--- config.mk ---
export PLATFORM = sky130hd
export DESIGN_NAME = snake_head_stepper
export DESIGN_NICKNAME = d
export VERILOG_FILES = /design/src/rtl/snake_head_stepper.sv
export SDC_FILE = /design/constraint.sdc
export NUM_CORES = 1
export LEC_CHECK = 0
export CORE_MARGIN = 5
export CORE_UTILIZATION = 35
export DETAILED_ROUTE_END_ITERATION = 8
export PLACE_DENSITY = 0.57
export SLEW_MARGIN = 15
export SYNTH_ARGS = -nofsm -noshare
export SYNTH_HDL_FRONTEND = slang
export SYNTH_SLANG_ARGS = --single-unit
export TNS_END_PERCENT = 5
--- constraint.sdc ---
create_clock -name i_clock -period 7.1 [get_ports i_clock]
set_input_delay 1.065 -clock i_clock [delete_from_list [all_inputs] [get_ports i_clock]]
set_output_delay 1.065 -clock i_clock [all_outputs]
set_load 0.02 [all_outputs]
--- src/rtl/snake_head_stepper.sv ---
// -----------------------------------------------------------------------------
// snake_head_stepper
//
// Moves the snake head one grid cell per movement tick. Turns arrive as
// direction changes from the key front end. They are buffered in a small
// FIFO so that a quick burst of key presses between two ticks is not lost.
// Wall collisions freeze the head and latch the dead flag until reset.
//
// Ports
//   i_clock        system clock
//   i_reset        asynchronous, active-high reset
//   i_game_start   level, high once the game has started (sticky upstream)
//   i_direction    requested direction (`UP_DIR/`DOWN_DIR/`LEFT_DIR/`RIGHT_DIR)
//   i_pause        level, freezes movement while high
//   o_head_x       current head column
//   o_head_y       current head row
//   o_heading      direction applied on the most recent step
//   o_step         one-cycle pulse on each cycle the head moves
//   o_dead         high once a wall hit occurs, held until reset
//   o_queue_count  number of pending turns in the FIFO
// -----------------------------------------------------------------------------

`ifndef UP_DIR
`define UP_DIR    2'd0
`endif
`ifndef DOWN_DIR
`define DOWN_DIR  2'd1
`endif
`ifndef LEFT_DIR
`define LEFT_DIR  2'd2
`endif
`ifndef RIGHT_DIR
`define RIGHT_DIR 2'd3
`endif

module snake_head_stepper #(
    parameter int GRID_W      = 32,
    parameter int GRID_H      = 24,
    parameter int TICK_DIV    = 5000000,
    parameter int QUEUE_DEPTH = 2,
    parameter int START_X     = 16,
    parameter int START_Y     = 12
) (
    input  logic                             i_clock,
    input  logic                             i_reset,
    input  logic                             i_game_start,
    input  logic [1:0]                       i_direction,
    input  logic                             i_pause,
    output logic [$clog2(GRID_W)-1:0]        o_head_x,
    output logic [$clog2(GRID_H)-1:0]        o_head_y,
    output logic [1:0]                       o_heading,
    output logic                             o_step,
    output logic                             o_dead,
    output logic [$clog2(QUEUE_DEPTH+1)-1:0] o_queue_count
);

    localparam int XW = $clog2(GRID_W);
    localparam int YW = $clog2(GRID_H);
    localparam int CW = $clog2(QUEUE_DEPTH + 1);
    localparam int TW = $clog2(TICK_DIV);
    // A one-entry FIFO still needs a one-bit index.
    localparam int PW = (QUEUE_DEPTH > 1) ? $clog2(QUEUE_DEPTH) : 1;

    localparam logic [XW-1:0] X_MAX      = XW'(GRID_W - 1);
    localparam logic [YW-1:0] Y_MAX      = YW'(GRID_H - 1);
    localparam logic [XW-1:0] X_START    = XW'(START_X);
    localparam logic [YW-1:0] Y_START    = YW'(START_Y);
    localparam logic [TW-1:0] TICK_LAST  = TW'(TICK_DIV - 1);
    localparam logic [CW-1:0] COUNT_FULL = CW'(QUEUE_DEPTH);

    typedef enum logic [1:0] {
        IDLE,
        RUN,
        PAUSED,
        DEAD
    } state_t;

    state_t          state_q;
    state_t          state_d;

    logic [TW-1:0]   tick_q;
    logic [1:0]      last_dir_q;
    logic [1:0]      fifo_q [QUEUE_DEPTH];

    // Combinational decode of the current cycle.
    logic            step_now;
    logic            fifo_empty;
    logic            fifo_full;
    logic [PW-1:0]   tail_idx;
    logic [PW-1:0]   push_idx;
    logic [1:0]      ref_dir;
    logic            capture_en;
    logic            push;
    logic            pop;
    logic [1:0]      new_heading;
    logic            hit_wall;
    logic [XW-1:0]   next_x;
    logic [YW-1:0]   next_y;
    logic            move;
    logic            die;

    function automatic logic [1:0] reverse_dir(input logic [1:0] d);
        logic [1:0] r;
        case (d)
            `UP_DIR:    r = `DOWN_DIR;
            `DOWN_DIR:  r = `UP_DIR;
            `LEFT_DIR:  r = `RIGHT_DIR;
            `RIGHT_DIR: r = `LEFT_DIR;
            default:    r = d;
        endcase
        return r;
    endfunction

    // -------------------------------------------------------------------------
    // FSM state register
    // -------------------------------------------------------------------------
    // NOTE: state is written with non-blocking assignments so every register
    // samples the values from before the edge, regardless of block order.
    always_ff @(posedge i_clock or posedge i_reset) begin
        if (i_reset) begin
            state_q <= IDLE;
        end else begin
            state_q <= state_d;
        end
    end

    // -------------------------------------------------------------------------
    // FSM next state. A wall hit takes priority over a pause request that
    // lands on the same step cycle.
    // -------------------------------------------------------------------------
    // NOTE: defaults come first so every path assigns state_d and no latch
    // is inferred.
    always_comb begin
        state_d = state_q;
        case (state_q)
            IDLE: begin
                if (i_game_start) begin
                    state_d = RUN;
                end
            end
            RUN: begin
                if (die) begin
                    state_d = DEAD;
                end else if (i_pause) begin
                    state_d = PAUSED;
                end
            end
            PAUSED: begin
                if (!i_pause) begin
                    state_d = RUN;
                end
            end
            DEAD: begin
                state_d = DEAD;
            end
            default: begin
                state_d = IDLE;
            end
        endcase
    end

    // -------------------------------------------------------------------------
    // Turn capture, FIFO control and next-cell calculation
    // -------------------------------------------------------------------------
    always_comb begin
        step_now    = (state_q == RUN) && (tick_q == TICK_LAST);
        fifo_empty  = (o_queue_count == '0);
        fifo_full   = (o_queue_count == COUNT_FULL);
        tail_idx    = PW'(o_queue_count - CW'(1));

        // A new turn is judged against the last queued turn, or against the
        // current heading when nothing is queued. Only pre-cycle contents are
        // used, so a same-cycle pop does not change the decision.
        ref_dir     = fifo_empty ? o_heading : fifo_q[tail_idx];
        capture_en  = (state_q == RUN) || (state_q == PAUSED);
        push        = capture_en
                      && (i_direction != last_dir_q)
                      && !fifo_full
                      && (i_direction != ref_dir)
                      && (i_direction != reverse_dir(ref_dir));
        pop         = step_now && !fifo_empty;

        // On a simultaneous pop the entries shift down by one, so the new
        // turn lands one slot lower than the current count.
        push_idx    = pop ? tail_idx : PW'(o_queue_count);

        new_heading = pop ? fifo_q[0] : o_heading;

        // Bounds are tested before any arithmetic, so the subtractions
        // below never wrap.
        hit_wall = 1'b0;
        next_x   = o_head_x;
        next_y   = o_head_y;
        case (new_heading)
            `UP_DIR: begin
                if (o_head_y == '0) hit_wall = 1'b1;
                else                next_y   = o_head_y - YW'(1);
            end
            `DOWN_DIR: begin
                if (o_head_y == Y_MAX) hit_wall = 1'b1;
                else                   next_y   = o_head_y + YW'(1);
            end
            `LEFT_DIR: begin
                if (o_head_x == '0) hit_wall = 1'b1;
                else                next_x   = o_head_x - XW'(1);
            end
            `RIGHT_DIR: begin
                if (o_head_x == X_MAX) hit_wall = 1'b1;
                else                   next_x   = o_head_x + XW'(1);
            end
            default: begin
                hit_wall = 1'b0;
            end
        endcase

        move = step_now && !hit_wall;
        die  = step_now &&  hit_wall;
    end

    // -------------------------------------------------------------------------
    // Tick divider and direction-change detector
    // -------------------------------------------------------------------------
    always_ff @(posedge i_clock or posedge i_reset) begin
        if (i_reset) begin
            tick_q     <= '0;
            last_dir_q <= `LEFT_DIR;
        end else begin
            // Tracked in every state so a key held across IDLE or DEAD is
            // not mistaken for a fresh turn later.
            last_dir_q <= i_direction;
            if (state_q == RUN) begin
                if (tick_q == TICK_LAST) begin
                    tick_q <= '0;
                end else begin
                    tick_q <= tick_q + TW'(1);
                end
            end
        end
    end

    // -------------------------------------------------------------------------
    // Turn FIFO: entry 0 is the oldest turn, entries shift down on a pop.
    // -------------------------------------------------------------------------
    // NOTE: the FIFO entries are reset as well. The array is only a few bits
    // and a defined power-up value keeps the tail compare free of X.
    always_ff @(posedge i_clock or posedge i_reset) begin
        if (i_reset) begin
            for (int i = 0; i < QUEUE_DEPTH; i++) begin
                fifo_q[i] <= `LEFT_DIR;
            end
            o_queue_count <= '0;
        end else begin
            if (pop) begin
                for (int i = 0; i < QUEUE_DEPTH - 1; i++) begin
                    fifo_q[i] <= fifo_q[i+1];
                end
            end
            // Placed after the shift so that it wins for the same slot.
            if (push) begin
                fifo_q[push_idx] <= i_direction;
            end
            case ({push, pop})
                2'b10:   o_queue_count <= o_queue_count + CW'(1);
                2'b01:   o_queue_count <= o_queue_count - CW'(1);
                default: o_queue_count <= o_queue_count;
            endcase
        end
    end

    // -------------------------------------------------------------------------
    // Head position, heading and status outputs
    // -------------------------------------------------------------------------
    always_ff @(posedge i_clock or posedge i_reset) begin
        if (i_reset) begin
            o_head_x  <= X_START;
            o_head_y  <= Y_START;
            o_heading <= `LEFT_DIR;
            o_step    <= 1'b0;
            o_dead    <= 1'b0;
        end else begin
            o_step <= move;
            if (step_now) begin
                // The heading follows the popped turn even on a fatal step,
                // so the renderer can show which wall was hit.
                o_heading <= new_heading;
            end
            if (move) begin
                o_head_x <= next_x;
                o_head_y <= next_y;
            end
            if (die) begin
                o_dead <= 1'b1;
            end
        end
    end

endmodule
# [Word level (Yosys, flattened, before mapping)]
# Cells that the tools add are included.
# Widths: inputs -> output; s select.
[totals] ff_bits=47 input_bits=6 output_inout_bits=16 elab_cells=103
[op_classes] addsub=7 order_cmp=3 eq_ne=25 n_mux=30 n_bitwise=2 reduce_logical=25
[ops] operator="$add 23x1->23 const B" n=1
[ops] operator="$eq 23x23->1 const B" n=1
[ops] operator="$mux 23" n=1
[ops] operator="$mux 2" n=11
[ops] operator="$mux 5" n=4
[ops] operator="$pmux 5 s2" n=2
[ops] operator="$eq 2x2->1 const B" n=8
[ops] operator="$pmux 2 s4" n=2
[ops] operator="$ne 2x2->1 const B" n=6
[ops] operator="$add 5x1->5 const B" n=2
[ops] operator="$eq 5x5->1 const B" n=2
[ops] operator="$logic_not 5->1" n=2
[ops] operator="$sub 5x1->5 const B" n=2
[ops] operator="$logic_and 1x1->1" n=9
[ops] operator="$eq 2x1->1 const B" n=4
[ops] operator="$logic_not 2->1" n=4
[ops] operator="$reduce_and 4->1" n=2
[ops] operator="$ne 2x2->1" n=3
[ops] operator="$reduce_bool 2->1" n=3
[ops] operator="$mux 1" n=5
[ops] operator="$bwmux 4" n=1
[ops] operator="$ge 2x2->1 const B" n=2
[ops] operator="$mux 4" n=1
[ops] operator="$not 1->2" n=2
[ops] operator="10 further kinds" n=12

# [Longest topological paths before layout]
[logic_depth] word_depth=12 ltp_mapped=14 depth_no_buf=14

# [Least setup slack after synthesis]
# Ideal clock, no wire load.
[synth_timing] kind="register to register" start="reg state_q[1]" end="reg o_head_y[4]" setup_time_ps=132 arrival_ps=3404 t_required_ps=6968 setup_slack_ps=3564 path_stages_with_launch=15 path_buffers=0 synth_period_minus_slack_ps=3536 cell_sequence="dfrtp_1 inv_1 ha_1 nand3_1 or4_4 nor4_4 mux2i_1 clkinv_2 nand2_1 ha_1 a21o_1 a21oi_1 xor2_1 nor2_2 xor2_1"
[synth_between] elab_chain_cells=9 word_cells_on_any_way=16 classes_between="eq/ne (6); mux (3); reduce/logical (7)"
[synth_rtl] element="start: declaration" line="78" rtl="state_t state_q;"
[synth_rtl] element="start signal: assignment" line="123" rtl="state_q <= state_d;"
[synth_rtl] element="$eq 2x1->1 *" line="166" rtl="step_now = (state_q == RUN) && (tick_q == TICK_LAST);"
[synth_rtl] element="$logic_and 1x1->1 *" line="166"
[synth_rtl] element="$logic_and 1x1->1" line="181" rtl="pop = step_now && !fifo_empty;"
[synth_rtl] element="$mux 2" line="187" rtl="new_heading = pop ? fifo_q[0] : o_heading;"
[synth_rtl] element="$eq 2x2->1, or another cell as far along" line="194" rtl="case (new_heading)"
[synth_rtl] element="$pmux 1 s4" line="194"
[synth_rtl] element="$logic_not 1->1" line="216" rtl="move = step_now && !hit_wall;"
[synth_rtl] element="$logic_and 1x1->1" line="216"
[synth_rtl] element="$reduce_and 4->1 (no source line)"
[synth_rtl] element="end signal: assignment" line="289" rtl="o_head_y <= next_y;"
[synth_rtl] element="end: declaration" line="50" rtl="output logic [$clog2(GRID_H)-1:0] o_head_y,"
# Mark *: on every way between the ends. The rest lies on a longest branch, timed or not.
# A chain may end at the register's enable or synchronous reset.

# [Worst setup path in the final report]
# Same ends and word-level chain as after synthesis.

==> reports/qor.csv <==
stage,metric,value,unit
logic_synthesis,Yosys warning count,0,
logic_synthesis,distinct cell type count after synthesis,43,
routing,Avg WL per Cell,13.1,um
cells_and_area,layout cells sized above 1,10.8,%
cells_and_area,Total Nets Final,300,
logic_synthesis,syn_nets,276,
routing,ANT nets after route,0,
routing,# DRC,0,
logic_synthesis,"Cell Area, Synth",2630,um2
critical_path,Worst path max stage delay,0.58,ns
timing,Slew HR,34.7,%
cells_and_area,Post-Route Utilization,41.8,%
global_route,GR met3 Demand/Resource,2.30,%
logic_synthesis,post-synthesis sequential area ratio,45.1,%
critical_path,Setup Crit Path Kind,flip-flop to flip-flop,
clocking,Sink Count,47,
routing,Vias/cell,4.84,
critical_path,crit-path max FO,11,
pwr,Int Power,0.000466,W
critical_path,crit start category,flip-flop,
routing,drt pass-1 iters,4,
pwr,Static Leak,1.33,nW
logic_synthesis,most common library cells after synthesis,"dfrtp_1, nor2_1, xnor2_1",
die,starting density of the core,36.1,%
timing,hold_ws,0.470,ns
clocking,worst-skew pair later-pin latency,0.30,ns
cells_and_area,register area,1180,um2
logic_synthesis,Post-Syn Instances,254,
timing,Final setup viols,0,
critical_path,crit path capture type,flip-flop,
cells_and_area,Multi-input gate area,1380,um2
global_route,vias in the first global route,1837,
die,DIE AREA,9340,um2
pwr,clock network fraction of total power,26.5,%
die,core area,7290,um2
global_route,GRT Resource Usage Total,11.6,%
logic_synthesis,Yosys top cell by area,dfrtp_1,
critical_path,crit path DAT,4.37,ns
timing,"Hold Vio Cnt, Final",0,
critical_path,Crit-path slowest cell,or4_4,
clocking,CTS H-tree depth,2,
pwr,Peak VDD IR,0.0732,mV
place,gpl congestion,0.817,
logic_synthesis,post-synth top area share,38.1,%
cells_and_area,# fillers,752,
timing,Setup WS post-layout,2.92,ns
timing,Total Neg Setup Slack,0,ns
die,io pins,22,
routing,DR iter-0 viols,68,
timing,minimum clock period,4.18,ns
critical_path,Critical Path RT,7.29,ns
clocking,post_cts resized,0,
routing,routed vias,1831,
clocking,Clock Pin Slew Worst Setup and Hold Paths,0.08,ns
place,Place WS,2.93,ns
pwr,Switching Fraction,30.2,%
timing,Pins Over Slew Limit,0,
global_route,M2 GR Usage,17.4,%
timing,Layout Skew,0.00789,ns
global_route,GRT overflow,0,
logic_synthesis,top_reg_cell synth,dfrtp_1,
pwr,Seq pwr share,51.7,%
logic_synthesis,Avg Inst Size Synth,10.3,um2
logic_synthesis,Post-synth EDFFs,0,
timing,Max Clock Freq,239,MHz
outcome,outcome,"complete, no violations",
min_path,Worst Hold Class,flip-flop to flip-flop,
clocking,cts bufs inserted,5,
clocking,CTS tree,yes,
die,# rows,31,
logic_synthesis,#FFs+latches synth,47,
timing,unrepaired setup endpoints after global routing,false,
pwr,Comb power frac,21.8,%
cells_and_area,Layout area overhead,15.8,%
flow_run,maximum capacitance violations,0,
place,# port buffers,21,
global_route,most used routing layer,met2,
timing,Slew @ Worst Pin,0.980,ns
die,die width,96.7,um
global_route,initial antenna violation count,0,
global_route,first-pass GRT wire length,9000,um
cells_and_area,ant diodes,0,
timing,"Period Utilization, post-route",58.9,%
clocking,number of post-CTS setup repair buffers,0,
clocking,Bufs on Longest Clock Path,2,
logic_synthesis,most area-consuming cells after synthesis,"dfrtp_1, dfstp_2, xnor2_1",
critical_path,worst path cell trace,"inv_1, ha_1, nand3_1, or4_4, nor4_4, mux2i_1, clkinv_2, nand2_1, ha_1, a21o_1, a21oi_1, xor2_1, nor2_2, xor2_1",
clocking,hold_buf cts,0,
place,HPWL after DPL,3600,um
pwr,Psw,0.000201,W
pwr,Power Dens Cells,219,nW/um2
clocking,clock root buffer,clkbuf_8,
logic_synthesis,"count leader, synth",dfrtp_1,
logic_synthesis,ys async rst share,100,%
global_route,met1 usage,16.3,%
die,die height,96.7,um
global_route,largest net degree at the start of global routing,48,
routing,total wire length,4930,um
==> kinds of logic (layout without fill, tap and decap cells) <==
logic type                 count (synthesis)  count (layout)  synth area share (%)
and+or+nand+nor                          103             103                  20.8
muxes                                     15              15                  6.14
buffers and inverters                     16              41                  2.62
xor gates and xnor gates                  36              36                  12.0
adders and majority gates                 16              16                  8.19
AOI/OAI and AO/OA                         21              21                  5.19
DFF                                       47              47                  45.1
==> path summary, 6_finish.rpt <==
path,depth (start not counted),endpoint,slack (ns),startpoint
hold / removal,1,o_dead,0.47,o_dead
hold reg to reg,1,o_dead,0.47,o_dead
max in group asynchronous,2,tick_q[14],5.18,i_reset
setup / recovery,14,o_head_y[4],2.92,state_q[1]
setup reg to reg,14,o_head_y[4],2.92,state_q[1]
min in group asynchronous,2,tick_q[2],1.29,i_reset
==> routing by layer <==
metal	routed length (um)	share of wire [%]	vias up
li1	-	-	918
met1	2600	53	888
met2	2150	43	17
met3	89	1.8	8
met4	99	2.0	0
met5	0	0	-
==> registers in the layout, indices dropped and copies added (netlist names), named ones only <==
| name | cells |
|---|---|
| o_queue_count | 2 |
| o_head_y | 5 |
| last_dir_q | 2 |
| o_dead | 1 |
| fifo_q | 2 |
| tick_q | 23 |
| o_step | 1 |
| o_heading | 2 |
| o_head_x | 5 |
| state_q | 2 |
==> critical path: cells and delay by family (launching register included) <==
kind,cells,cell delay [ns]
mux,1,0.47
compound gates,2,0.34
flops,1,0.42
fa+ha+maj,2,0.71
xor+xnor,2,0.33
buf+inv,2,0.31
simple gates,5,1.49
==> layout make-up <==
type / count / area share (%)
Tap cell: 99 / 4.07
Multi-Input combinational cell: 191 / 45.3
Clock buffer: 8 / 3.29
Timing Repair Buffer: 21 / 6.90
Sequential cell: 47 / 38.9
Inverter: 12 / 1.52
==> power by group through the flow <==
stage | registers [W] | logic (W) | clock network (W)
2_1_floorplan | 0.000347 | 0.000105 | 0
3_3_place_gp | 0.000349 | 0.000144 | 0
3_5_place_dp | 0.000349 | 0.000147 | 0
4_1_cts | 0.000344 | 0.000148 | 0.000184
5_1_grt | 0.000352 | 0.000166 | 0.000198
6_report | 0.000345 | 0.000146 | 0.000177
==> placed cells by master (no fill, tap or decap), types with 2 or more instances in the layout <==
cell type         n
or4_4             2
o21ai_0           4
fa_1              2
nor4b_1           2
dfrtp_1          40
xnor2_1          21
mux2i_1           9
nand2_1          20
nor2b_1           3
a21o_1            4
clkdlybuf4s50_1  21
nand2b_1          2
nand3_1           8
ha_1             14
nand3b_1          2
nor4_1            3
nor2_1           32
inv_1            10
dfstp_2           7
clkbuf_8          7
o21a_1            3
a21oi_1           6
and4_1            2
xor2_1           15
nand4_1           8
and3_1            2
mux2_2            5
nor3_1            7
==> stage by stage <==
| stage | instance area [um2] | total power [W] | std cells |
|---|---|---|---|
| after detailed placement | 2950 | 0.000496 | 370 |
| after CTS | 3050 | 0.000676 | 378 |
| final | 3050 | 0.000667 | 378 |
| after floorplan | 2630 | 0.000452 | 254 |
| after global placement | 2950 | 0.000493 | 370 |
| after global routing | 3050 | 0.000715 | 378 |
(Power assumes the default switching activity.)
